==> config.mk <==
export PLATFORM = sky130hd
export DESIGN_NAME = vga_text_timing
export DESIGN_NICKNAME = d
export VERILOG_FILES = /design/src/rtl/vga_text_timing.sv
export SDC_FILE = /design/constraint.sdc
export NUM_CORES = 1
export LEC_CHECK = 0
export CAP_MARGIN = 15
export CORE_MARGIN = 3
export CORE_UTILIZATION = 55
export CTS_BUF_LIST = sky130_fd_sc_hd__clkbuf_4 sky130_fd_sc_hd__clkbuf_8 sky130_fd_sc_hd__clkbuf_16
export CTS_CLUSTER_SIZE = 28
export DETAILED_ROUTE_END_ITERATION = 8
export GPL_TIMING_DRIVEN = 0
export HOLD_SLACK_MARGIN = 0.15
export PLACE_DENSITY = 0.84
export SYNTH_ARGS = -nofsm -noshare
export SYNTH_HDL_FRONTEND = slang
export SYNTH_SLANG_ARGS = --single-unit
==> constraint.sdc <==
create_clock -name i_clk -period 6.3 [get_ports i_clk]
set_clock_uncertainty 0.2 [all_clocks]
set_input_delay 1.26 -clock i_clk [delete_from_list [all_inputs] [get_ports i_clk]]
set_output_delay 1.26 -clock i_clk [all_outputs]
set_load 0.005 [all_outputs]
==> src/rtl/vga_text_timing.sv <==
// Raster and text-cell sequencer: generates delayed HS/VS/DE, walks the character grid issuing one
// VRAM fetch per cell with its glyph row, and produces the cursor blink phase and cursor-hit flag.
module vga_text_timing #(
    parameter int unsigned H_ACTIVE     = 640,
    parameter int unsigned H_FP         = 16,
    parameter int unsigned H_SYNC       = 96,
    parameter int unsigned H_BP         = 48,
    parameter int unsigned V_ACTIVE     = 480,
    parameter int unsigned V_FP         = 10,
    parameter int unsigned V_SYNC       = 2,
    parameter int unsigned V_BP         = 33,
    parameter bit          HS_POL       = 1'b0,
    parameter bit          VS_POL       = 1'b0,
    parameter int unsigned CHAR_W       = 8,
    parameter int unsigned CHAR_H       = 16,
    parameter int unsigned COLS         = 80,
    parameter int unsigned ROWS         = 30,
    parameter int unsigned ADDR_W       = 12,
    parameter int unsigned PIPE_DLY     = 2,
    parameter int unsigned BLINK_FRAMES = 16
) (
    input  logic                      i_clk,
    input  logic                      i_rst,
    input  logic                      i_en,
    input  logic [ADDR_W-1:0]         i_cur_adr,
    input  logic                      i_cur_en,
    output logic                      o_hs,
    output logic                      o_vs,
    output logic                      o_de,
    output logic                      o_vram_re,
    output logic [ADDR_W-1:0]         o_vram_addr,
    output logic [$clog2(CHAR_H)-1:0] o_glyph_row,
    output logic                      o_cursor_hit,
    output logic                      o_blink,
    output logic                      o_frame_start
);

    localparam int unsigned H_TOTAL = H_ACTIVE + H_FP + H_SYNC + H_BP;
    localparam int unsigned V_TOTAL = V_ACTIVE + V_FP + V_SYNC + V_BP;
    // One spare bit so the sync end bound still fits when the back porch is zero.
    localparam int unsigned HW  = $clog2(H_TOTAL + 1);
    localparam int unsigned VW  = $clog2(V_TOTAL + 1);
    localparam int unsigned PXW = $clog2(CHAR_W);
    localparam int unsigned GRW = $clog2(CHAR_H);
    localparam int unsigned FCW = $clog2(BLINK_FRAMES + 1);

    localparam logic [HW-1:0]     HLast    = HW'(H_TOTAL - 1);
    localparam logic [HW-1:0]     HsStart  = HW'(H_ACTIVE + H_FP);
    localparam logic [HW-1:0]     HsEnd    = HW'(H_ACTIVE + H_FP + H_SYNC);
    localparam logic [HW-1:0]     HText    = HW'(COLS * CHAR_W);
    localparam logic [VW-1:0]     VLast    = VW'(V_TOTAL - 1);
    localparam logic [VW-1:0]     VsStart  = VW'(V_ACTIVE + V_FP);
    localparam logic [VW-1:0]     VsEnd    = VW'(V_ACTIVE + V_FP + V_SYNC);
    localparam logic [VW-1:0]     VText    = VW'(ROWS * CHAR_H);
    localparam logic [PXW-1:0]    PxLast   = PXW'(CHAR_W - 1);
    localparam logic [GRW-1:0]    GrLast   = GRW'(CHAR_H - 1);
    localparam logic [GRW-1:0]    GrCurMin = GRW'(CHAR_H - 2);
    localparam logic [ADDR_W-1:0] ColsA    = ADDR_W'(COLS);
    localparam logic [FCW-1:0]    FcLast   = FCW'(BLINK_FRAMES - 1);

    // Raster and cell state
    logic [HW-1:0]     h_q, h_d;
    logic [VW-1:0]     v_q, v_d;
    logic [PXW-1:0]    px_q, px_d;
    logic [ADDR_W-1:0] col_q, col_d;
    logic [ADDR_W-1:0] row_base_q, row_base_d;
    logic [GRW-1:0]    gr_q, gr_d;
    logic [FCW-1:0]    fc_q, fc_d;
    logic              blink_q, blink_d;

    // Fetch-stage registers
    logic              re_q, fs_q, hit_q;
    logic [ADDR_W-1:0] addr_q;
    logic [GRW-1:0]    row_q;

    // Sync/DE delay line; stage 0 lines up with the fetch outputs
    logic [PIPE_DLY:0] hs_pipe_q, vs_pipe_q, de_pipe_q;

    logic              h_wrap, v_wrap, in_text, fetch, frame_evt, hs_raw, vs_raw, hit_d;
    logic [ADDR_W-1:0] cell_addr;

    // Decode the current raster position
    always_comb begin
        h_wrap    = (h_q == HLast);
        v_wrap    = (v_q == VLast);
        in_text   = (h_q < HText) && (v_q < VText);
        fetch     = in_text && (px_q == '0);
        frame_evt = (h_q == '0) && (v_q == '0);
        cell_addr = row_base_q + col_q;
        hs_raw    = ((h_q >= HsStart) && (h_q < HsEnd)) ? HS_POL : ~HS_POL;
        vs_raw    = ((v_q >= VsStart) && (v_q < VsEnd)) ? VS_POL : ~VS_POL;
    end

    // Next-state for counters, cell tracking and blink phase
    always_comb begin
        h_d        = h_q;
        v_d        = v_q;
        px_d       = px_q;
        col_d      = col_q;
        gr_d       = gr_q;
        row_base_d = row_base_q;
        fc_d       = fc_q;
        blink_d    = blink_q;
        if (h_wrap) begin
            h_d   = '0;
            px_d  = '0;
            col_d = '0;
            if (v_wrap) begin
                v_d        = '0;
                gr_d       = '0;
                row_base_d = '0;
            end else begin
                v_d = v_q + 1'b1;
                if (v_q < VText) begin
                    gr_d = gr_q + 1'b1;
                    // Running row base replaces a row*COLS multiply.
                    if (gr_q == GrLast) begin
                        row_base_d = row_base_q + ColsA;
                    end
                end
            end
        end else begin
            h_d = h_q + 1'b1;
            if (h_q < HText) begin
                px_d = px_q + 1'b1;
                if (px_q == PxLast) begin
                    col_d = col_q + 1'b1;
                end
            end
        end
        if (frame_evt) begin
            if (fc_q == FcLast) begin
                fc_d    = '0;
                blink_d = ~blink_q;
            end else begin
                fc_d = fc_q + 1'b1;
            end
        end
    end

    // Uses the new blink phase so the flag agrees with o_blink in the fetch cycle.
    // Fetch addresses never exceed COLS*ROWS-1, so out-of-grid cursors cannot match.
    assign hit_d = i_cur_en && blink_d && (cell_addr == i_cur_adr) && (gr_q >= GrCurMin);

    // Raster state register
    always_ff @(posedge i_clk) begin
        if (i_rst) begin
            h_q        <= '0;
            v_q        <= '0;
            px_q       <= '0;
            col_q      <= '0;
            gr_q       <= '0;
            row_base_q <= '0;
            fc_q       <= '0;
            blink_q    <= 1'b0;
        end else if (i_en) begin
            h_q        <= h_d;
            v_q        <= v_d;
            px_q       <= px_d;
            col_q      <= col_d;
            gr_q       <= gr_d;
            row_base_q <= row_base_d;
            fc_q       <= fc_d;
            blink_q    <= blink_d;
        end
    end

    // Fetch outputs: strobes every enabled cycle, address/row/hit held between fetches
    always_ff @(posedge i_clk) begin
        if (i_rst) begin
            re_q   <= 1'b0;
            fs_q   <= 1'b0;
            addr_q <= '0;
            row_q  <= '0;
            hit_q  <= 1'b0;
        end else if (i_en) begin
            re_q <= fetch;
            fs_q <= frame_evt;
            if (fetch) begin
                addr_q <= cell_addr;
                row_q  <= gr_q;
                hit_q  <= hit_d;
            end
        end
    end

    // Sync/DE delay line; reset flushes every stage so no partial pulse escapes
    always_ff @(posedge i_clk) begin
        if (i_rst) begin
            hs_pipe_q <= {(PIPE_DLY + 1){~HS_POL}};
            vs_pipe_q <= {(PIPE_DLY + 1){~VS_POL}};
            de_pipe_q <= '0;
        end else if (i_en) begin
            hs_pipe_q[0] <= hs_raw;
            vs_pipe_q[0] <= vs_raw;
            de_pipe_q[0] <= in_text;
            for (int i = 1; i <= int'(PIPE_DLY); i++) begin
                hs_pipe_q[i] <= hs_pipe_q[i-1];
                vs_pipe_q[i] <= vs_pipe_q[i-1];
                de_pipe_q[i] <= de_pipe_q[i-1];
            end
        end
    end

    // Strobes are only meaningful in enabled cycles; everything else holds
    always_comb begin
        o_vram_re     = re_q & i_en;
        o_frame_start = fs_q & i_en;
        o_vram_addr   = addr_q;
        o_glyph_row   = row_q;
        o_cursor_hit  = hit_q;
        o_blink       = blink_q;
        o_hs          = hs_pipe_q[PIPE_DLY];
        o_vs          = vs_pipe_q[PIPE_DLY];
        o_de          = de_pipe_q[PIPE_DLY];
    end

endmodule

# Word-level counts from Yosys, hierarchy flattened
# Index checks and enable logic that the tools add are counted.
[classes]
add_sub_neg = 8
order_cmp = 7
n_eq_ne = 6
n_mux = 17
bitwise_logic = 3
n_reduce_logical = 22
[ops]
columns = ["op", "count"]
rows = [
  ["$mux 12", 6],
  ["$add 10x1->10 const B", 2],
  ["$eq 10x10->1 const B", 2],
  ["$logic_not 10->1", 2],
  ["$lt 10x10->1 const B", 2],
  ["$lt 10x9->1 const B", 2],
  ["$mux 10", 2],
  ["$add 12x1->12 const B", 1],
  ["$add 12x12->12", 1],
  ["$add 12x7->12 const B", 1],
  ["$eq 12x12->1", 1],
  ["$ge 10x10->1 const B", 1],
  ["$ge 10x9->1 const B", 1],
  ["$logic_and 1x1->1", 8],
  ["$mux 4", 2],
  ["$reduce_and 2->1", 4],
  ["$reduce_bool 2->1", 4],
  ["$mux 3", 2],
  ["$reduce_and 3->1", 2],
  ["$add 5x1->5 const B", 1],
  ["$eq 5x4->1 const B", 1],
  ["$mux 5", 1],
  ["$add 4x1->4 const B", 1],
  ["$eq 4x4->1 const B", 1],
  ["other kinds (8)", 12],
]
[totals]
ff_bits = 85
inputBits = 16
output_inout_bits = 23
wordCells = 79

# Logic depth before layout (Yosys ltp)
# Gate-level depths: netlist (run 1).
[depth]
depth_word = 6
ltp_mapped = 8
mapped_depth_nobuf = 8

# Least setup slack after synthesis (run 1)
# Ideal clock, no wire load.
[synth_timing]
path_type = "input to output"
from = "in i_en"
to = "out o_frame_start"
arrival_ps = 2298
required_time_ps = 4840
path_slack_ps = 2542
path_stages = 4
path_buffers = 3
path_cell_list = "clkbuf_1 clkbuf_1 buf_1 and2_1"
[synth_between]
elab_chain_len = 1
[synth_lines]
columns = ["element", "line_no", "rtl"]
rows = [
  ["start, declared", "24", "input logic i_en,"],
  ["$and 1x1->1", "208", "o_frame_start = fs_q & i_en;"],
  ["end, declared", "35", "output logic o_frame_start"],
]
# Every way passes these cells.

# Worst setup path in the final report (run 1)
# Ends and elaborated chain as after synthesis.

==> impl_metrics.json, run 1 <==
{
  "finalCritPeriodShare_pct": 84.1,
  "fin_cells": 643,
  "tightest_slew_ns": 0.744,
  "finalSetupTns_ns": 0,
  "drt-total-wl_um": 10600,
  "grt.overflow.total": 0,
  "rsz0062_at_grt": "no",
  "synth_edf_count": 0,
  "synth-seq-cells": 81,
  "min_period_ns": 5.30,
  "diodes": 0,
  "critPathSlowestCell": "buf_1",
  "cp.required_ns": 4.84,
  "clk_latency_ns": 0.36,
  "ant_nets": 0,
  "maxCapViolCount": 0,
  "synth_nets": 526,
  "clk_pin_slew_ns": 0.08,
  "cts_htree_levels": 3,
  "boundaryPins": 39,
  "final-hold-violation-count": 0,
  "critPathTopFamily": "buffers and inverters",
  "holdBufCountCts": 0,
  "ys_warn_count": 0,
  "netSwitchingFraction_pct": 25.1,
  "grt_pass1_vias": 3534,
  "r2r_cells": 6,
  "synth.avg_cell_area_um2": 8.60,
  "slew_headroom_pct": 50.4,
  "p_per_area_nw_per_um2": 211,
  "dr.pass1.iters": 5,
  "grt_pass1_wl_um": 17100,
  "clkPwrFrac_pct": 41.7,
  "dp.cells": 627,
  "wl_per_cell_um": 16.4,
  "switchingPower_uw": 261,
  "antenna_found_initial": 0,
  "p_comb_share_pct": 7.8,
  "tritoncts": "done",
  "p_leak_uw": 0.00190,
  "min_path_cells": 2,
  "grt_max_degree": 16,
  "synth-seq-area-share_pct": 38.5,
  "clock-sinks": 81,
  "multi_input_area_um2": 2440,
  "status": "finished clean",
  "syn_area_um2": 4210,
  "path_buf_inv": 5,
  "fmax_mhz": 189,
  "nets": 575,
  "gp_congestion": 0.886,
  "hpwl_um": 7710,
  "regArea_um2": 1620,
  "post_cts_resized": 0,
  "post_cts_buffers": 0,
  "max_stage_delay_ns": 0.52,
  "track_usage_pct": 24.8,
  "arrival_ns": 3.84,
  "cts_buffers": 9,
  "r2r_setup_slack_ns": 3.82,
  "drive_above_1_share_pct": 6.07,
  "die_w_um": 93.5,
  "die_h_um": 93.5,
  "num_rows": 31,
  "worstHoldEndpoint": "o_vram_addr[9]",
  "start_util_pct": 57.5,
  "synth_ff_type": "dfxtp_1",
  "power.internal_uw": 781,
  "crit_chain": "clkdlybuf4s50_1 -> clkbuf_1 -> clkbuf_1 -> buf_1 -> and2_1 -> clkdlybuf4s50_1",
  "start_kind": "input pin",
  "design.core.area_um2": 7330,
  "drt_iter0_drc": 311,
  "worstHoldStart": "o_vram_addr[9]",
  "ir_drop_uv": 172,
  "r2r-end": "row_base_q[10]",
  "crit_fanout": 10,
  "ys_types": 57,
  "vias_per_cell": 5.92,
  "power_frac_seq_pct": 50.5,
  "r2r_start": "h_q[0]",
  "cts-root-buf": "clkbuf_8",
  "path_class": "in2out",
  "io_buffers": 38,
  "area_growth_pct": 17.3,
  "setup_viol_count_final": 0,
  "synth-async-reset-ratio_pct": 0,
  "fillers": 571,
  "die_area_um2": 8750,
  "final_max_slew_viol_count": 0,
  "clockBufferDepth": 2,
  "route.detailed.drc": 0,
  "vias": 3807,
  "syn_inst": 490,
  "end_kind": "output port",
  "hp-class": "reg2reg"
}
[kinds of logic after synthesis]
kind of cell	count (synthesis)	synth area share, %
AND/OR/NAND/NOR	219	27.7
buffers and inverters	37	3.56
AO/OA/AOI/OAI	79	12.0
XOR/XNOR	51	11.6
flip-flops	81	38.5
multiplexers	3	0.713
adder cells (fa/ha/maj)	20	5.94
[cells in the final DEF, fill, tap and decap left out, types with 9 or more instances in the layout]
cell	count
nand4_1	25
clkdlybuf4s50_1	38
and2_1	9
xor2_1	27
ha_1	20
nand2_1	47
nor2_1	63
nand3_1	12
a21oi_1	40
clkbuf_8	9
and3_1	9
xnor2_1	21
dfxtp_1	81
inv_1	15
clkbuf_1	13
nor3_1	11
[worst max-delay path by stage]
stage / slack (ns) / to / cells after the start / start
after global routing: 0.92 / o_vram_re / 6 / i_en
after global placement: 1.01 / o_frame_start / 6 / i_en
after detailed placement: 1.01 / o_frame_start / 6 / i_en
final: 1.00 / o_frame_start / 6 / i_en
after CTS: 0.98 / o_frame_start / 6 / i_en
after floorplan: 2.54 / o_frame_start / 4 / i_en
[worst register-to-register path: cells and delay by family, from the launching register on]
| kind | cells | cell delay, ns |
|---|---|---|
| buf+inv | 1 | 0.33 |
| fa+ha+maj | 1 | 0.21 |
| simple gates | 3 | 0.66 |
| compound gates | 1 | 0.57 |
| flops | 1 | 0.40 |
[layer usage]
layer / up-vias / track usage (%) / share of wire [%]
met3: 24 / 4.83 / 6.0
met4: 0 / 8.18 / 1.8
li1: 1821 / - / -
met5: - / 0 / 0
met1: 1828 / 34.0 / 46
met2: 134 / 39.2 / 46
[layout make-up]
cell class,count,area share (%)
clock buffer,9,2.51
inverter,15,1.14
sequential,81,32.8
timing repair buffer,38,7.69
tap,99,2.51
multi-input combinational,372,49.4
clock inverter,7,2.08
buffer,22,1.90
[metrics by stage]
stage,setup slack [ns],util [%],hold slack [ns],area [um2],power (uW)
global placement,1.01,64.3,0.240,4720,613
global route,0.920,67.4,0.281,4940,1070
detailed placement,1.01,64.3,0.247,4720,617
CTS,0.982,67.4,0.257,4940,1050
finish,1.00,67.4,0.260,4940,1040
floorplan,2.54,-,0.231,4210,582
[synth_stat cells (9+ instances only)]
cell type / count / area, um2
inv_1: 15 / 56.3
nand4_1: 25 / 156
dfxtp_1: 81 / 1620
xor2_1: 27 / 236
a21oi_1: 40 / 200
and2_1: 9 / 56.3
and3_1: 9 / 56.3
nor3_1: 11 / 55.1
ha_1: 20 / 250
nand3_1: 12 / 60.1
clkbuf_1: 13 / 48.8
nand2_1: 47 / 176
nor2_1: 63 / 236
xnor2_1: 21 / 184
[flip-flops by register name, summed over array words and instances, names as in the netlist]
| name | cells |
|---|---|
| h_q | 10 |
| fs_q | 1 |
| de_pipe_q | 3 |
| o_blink | 1 |
| gr_q | 4 |
| px_q | 3 |
| v_q | 10 |
| col_q | 12 |
| row_base_q | 8 |
| o_vram_addr | 12 |
| hs_pipe_q | 3 |
| fc_q | 5 |
| vs_pipe_q | 3 |
| o_cursor_hit | 1 |
| o_glyph_row | 4 |
| re_q | 1 |
[power groups by stage]
stage / clock network [uW] / registers (uW) / logic [uW]
floorplan: 0 / 536 / 46.0
global placement: 0 / 537 / 76.4
detailed placement: 0 / 538 / 79.0
CTS: 440 / 526 / 79.9
global route: 457 / 527 / 87.2
finish: 435 / 526 / 81.4
(Power assumes the default switching activity.)
==> inputs of run 2 (changes only) <==
Settings changed: CORE_UTILIZATION 55 to 52, PLACE_DENSITY 0.84 to 0.83.
Clock period 6.3 ns to 4.8 ns, I/O delays scaled along.
==> impl_metrics.json, run 2 (synthesis results as in run 1) <==
{
  "grt.overflow.total": 0,
  "arrival_ns": 3.34,
  "clk_pin_slew_ns": 0.09,
  "mostFrequentLayoutCells": "dfxtp_1, nor2_1, nand2_1",
  "critPathLaunch": "i_en",
  "crit_fanout": 10,
  "track_usage_pct": 23.7,
  "r2r-end": "v_q[7]",
  "r2r_setup_slack_ns": 2.32,
  "rsz0062_at_grt": "no",
  "die_area_um2": 9220,
  "fmax_mhz": 222,
  "finalSetupTns_ns": 0,
  "num_rows": 32,
  "final_area_um2": 4950,
  "grt_max_degree": 16,
  "drive_above_1_share_pct": 6.25,
  "area_growth_pct": 17.4,
  "final-hold-violation-count": 0,
  "dp_slack_ns": 0.112,
  "r2r_start": "h_q[0]",
  "final_max_slew_viol_count": 0,
  "drt_iter0_drc": 418,
  "status": "finished clean",
  "tightest_slew_ns": 0.728,
  "clockBufferDepth": 2,
  "maxCapViolCount": 0,
  "clk_latency_ns": 0.36,
  "post_cts_buffers": 0,
  "fillers": 647,
  "ant_nets": 0,
  "antenna_found_initial": 0,
  "diodes": 0,
  "dr.pass1.iters": 5,
  "finalCritPeriodShare_pct": 93.8,
  "setup_viol_count_final": 0,
  "hp-class": "reg2reg",
  "grt_pass1_wl_um": 16800,
  "vias_per_cell": 5.81,
  "path_class": "in2out",
  "multi_input_area_um2": 2440,
  "gp_congestion": 0.866,
  "vias": 3753,
  "final_common_cell": "dfxtp_1",
  "hpwl_um": 7410,
  "grt_pass1_vias": 3550,
  "tritoncts": "done",
  "cts-root-buf": "clkbuf_8",
  "cts_htree_levels": 3,
  "nets": 575,
  "cts_buffers": 9,
  "post_cts_resized": 0,
  "min_period_ns": 4.50,
  "placed_area_um2": 4720,
  "p_leak_uw": 0.00191,
  "cp-endpoint": "o_frame_start",
  "slew_headroom_pct": 51.5,
  "design.core.area_um2": 7810,
  "clock-sinks": 81,
  "cp.required_ns": 3.64,
  "post-route-util_pct": 63.3,
  "regArea_um2": 1620,
  "die_w_um": 96.0,
  "boundaryPins": 39,
  "holdBufCountCts": 0,
  "drt-total-wl_um": 10200,
  "die_h_um": 96.0,
  "end_kind": "output port",
  "r2r_cells": 6,
  "worst_slack_ns": 0.297,
  "route.detailed.drc": 0,
  "start_util_pct": 54.0,
  "wl_per_cell_um": 15.9,
  "io_buffers": 38,
  "ir_drop_uv": 194,
  "p_per_area_nw_per_um2": 276,
  "start_kind": "input pin"
}
run 2: cell count changes in the layout (fill, tap and decap cells not counted), sizes merged:
cell | before | now
buf | 9 | 8
clkbuf | 22 | 23
clkinvlp | 1 | 0
inv | 17 | 18
run 2: critical path, cell delays in order:
cell and delay, ns:
clkdlybuf4s50_1 0.50, clkbuf_1 0.40, clkbuf_1 0.44, clkbuf_2 0.36, and2_1 0.19, clkdlybuf4s50_1 0.50
run 2: layout make-up:
type / count / share of cell area (%)
clock inverters: 7 / 2.02
inverters: 15 / 1.14
clock buffers: 9 / 2.50
plain buffers: 22 / 1.92
well taps: 102 / 2.58
multi-input cells: 372 / 49.4
repair buffers: 38 / 7.69
flip-flops and latches: 81 / 32.8
run 2: routing by layer:
| layer | part of all wire [%] | vias to the layer above | GRT usage [%] | wire, um |
|---|---|---|---|---|
| li1 | - | 1826 | - | - |
| met1 | 45 | 1751 | 31.7 | 4620 |
| met2 | 46 | 143 | 36.6 | 4680 |
| met3 | 6.1 | 33 | 4.14 | 621 |
| met4 | 3.2 | 0 | 12.1 | 327 |
| met5 | 0 | - | 0 | 0 |
run 2: report_power, final:
part / switching (uW) / internal, uW
Sequential: 7.73 / 682
Clock: 273 / 298
Combinational: 60.5 / 44.4
run 2: how the worst min path moves through the flow:
stage	from	end	slack, ns	cells past startpoint
after floorplan	hs_pipe_q[1]	hs_pipe_q[2]	0.23	1
after global placement	o_vram_addr[11]	o_vram_addr[11]	0.24	2
after detailed placement	o_vram_addr[11]	o_vram_addr[11]	0.24	2
after CTS	o_vram_addr[11]	o_vram_addr[11]	0.26	2
after global routing	o_vram_addr[11]	o_vram_addr[11]	0.26	2
final	o_vram_addr[11]	o_vram_addr[11]	0.26	2
run 2: metrics by stage:
step,total power (uW),std cells,hold WS [ns]
after detailed placement,808,630,0.244
after global placement,804,630,0.241
final,1370,646,0.255
after floorplan,764,490,0.231
after global routing,1410,646,0.265
after CTS,1370,646,0.256
==> inputs of run 3 (changes only) <==
Settings changed: MAX_ROUTING_LAYER from default to met4.
==> impl_metrics.json, run 3 (synthesis results as in run 1) <==
{
  "status": "finished clean",
  "hpwl_um": 7500,
  "path_class": "in2out",
  "clock-sinks": 81,
  "tritoncts": "done",
  "ant_nets": 0,
  "clk_latency_ns": 0.36,
  "route.detailed.drc": 0,
  "p_leak_uw": 0.00189,
  "ir_drop_uv": 177,
  "slew_headroom_pct": 52.1,
  "finalCritPeriodShare_pct": 94.2,
  "finalSetupTns_ns": 0,
  "cts-root-buf": "clkbuf_8",
  "r2r_setup_slack_ns": 2.36,
  "final-hold-violation-count": 0,
  "final_max_slew_viol_count": 0,
  "mostFrequentLayoutCells": "dfxtp_1, nor2_1, nand2_1",
  "antenna_found_initial": 0,
  "drive_above_1_share_pct": 6.25,
  "start_kind": "input pin",
  "area_growth_pct": 16.7,
  "min_period_ns": 4.52,
  "cts_buffers": 9,
  "cts_htree_levels": 3,
  "diodes": 0,
  "clk_pin_slew_ns": 0.09,
  "drt-total-wl_um": 10100,
  "die_h_um": 96.0,
  "gp_congestion": 0.881,
  "dr.pass1.iters": 5,
  "grt_max_degree": 14,
  "die_area_um2": 9220,
  "arrival_ns": 3.36,
  "vias_per_cell": 5.81,
  "clkPwrFrac_pct": 38.6,
  "switchingPower_uw": 316,
  "num_rows": 32,
  "grt.overflow.total": 0,
  "track_usage_pct": 24.2,
  "p_comb_share_pct": 8.1,
  "final_common_cell": "dfxtp_1",
  "drt_iter0_drc": 299,
  "fmax_mhz": 221,
  "netSwitchingFraction_pct": 24.4,
  "r2r-end": "gr_q[2]",
  "boundaryPins": 39,
  "io_buffers": 38,
  "r2r_start": "h_q[0]",
  "setup_viol_count_final": 0,
  "cp-endpoint": "o_frame_start",
  "grt_pass1_vias": 3514,
  "hp-class": "reg2reg",
  "vias": 3755,
  "tightest_slew_ns": 0.719,
  "wl_per_cell_um": 15.7,
  "r2r_cells": 6,
  "nets": 575,
  "start_util_pct": 54.0,
  "die_w_um": 96.0,
  "clockBufferDepth": 2,
  "holdWs_ns": 0.254,
  "maxCapViolCount": 0,
  "critPathLaunch": "i_en",
  "cp.required_ns": 3.64,
  "power.internal_uw": 977,
  "design.core.area_um2": 7810,
  "end_kind": "output port",
  "crit_fanout": 10,
  "rsz0062_at_grt": "no",
  "power_frac_seq_pct": 53.3,
  "grt_pass1_wl_um": 16800,
  "p_per_area_nw_per_um2": 263
}
-- run 3: worst min-delay path by stage --
stage	slack, ns	cells after the start	to	from
6_report	0.25	2	o_vram_addr[11]	o_vram_addr[11]
5_1_grt	0.27	2	o_vram_addr[11]	o_vram_addr[11]
4_1_cts	0.26	2	o_vram_addr[11]	o_vram_addr[11]
3_5_place_dp	0.24	2	o_vram_addr[11]	o_vram_addr[11]
2_1_floorplan	0.23	1	hs_pipe_q[2]	hs_pipe_q[1]
3_3_place_gp	0.24	2	o_vram_addr[11]	o_vram_addr[11]
-- run 3: critical path: stages --
cell             delay (ns)
clkdlybuf4s50_1        0.50
clkbuf_1               0.41
clkbuf_1               0.44
clkbuf_2               0.36
and2_1                 0.19
clkdlybuf4s50_1        0.50
-- run 3: per-layer routing --
metal / wire [um] / up-vias / global-route usage (%)
met2: 4770 / 146 / 37.4
met1: 4490 / 1771 / 32.0
met3: 703 / 17 / 5.16
met5: 0 / - / -
met4: 185 / 0 / 7.23
li1: - / 1821 / -
-- run 3: layout make-up --
cell class / instances / area, um2
fillers: 683 / 2890
repair buffers: 38 / 380
well taps: 102 / 128
plain buffers: 22 / 95.1
flip-flops and latches: 81 / 1620
inverters: 15 / 56.3
clock inverters: 5 / 56.3
clock buffers: 11 / 139
multi-input cells: 372 / 2440
-- run 3: repair_timing --
action / 4_1_cts / 5_1_grt
setup buffers: 0 / 0
hold buffers: 0 / 0
gates resized for setup: 0 / 1
setup endpoints to repair: 0 / 2
-- run 3: power groups by stage --
stage | Clock (uW) | Combinational [uW] | Sequential, uW
3_3_place_gp | 0 | 99.8 | 704
2_1_floorplan | 0 | 60.3 | 704
6_report | 500 | 104 | 690
4_1_cts | 503 | 104 | 689
5_1_grt | 533 | 114 | 691
3_5_place_dp | 0 | 103 | 705
-- run 3: metrics by stage --
| step | area, um2 | setup WS [ns] | std cells | util (%) | power (uW) |
|---|---|---|---|---|---|
| after global routing | 4920 | 0.135 | 646 | 63.0 | 1340 |
| after floorplan | 4210 | 1.64 | 490 | - | 764 |
| after CTS | 4920 | 0.0746 | 646 | 63.0 | 1300 |
| after global placement | 4720 | 0.129 | 630 | 60.5 | 804 |
| after detailed placement | 4720 | 0.0789 | 630 | 60.5 | 808 |
| final | 4920 | 0.276 | 646 | 63.0 | 1290 |
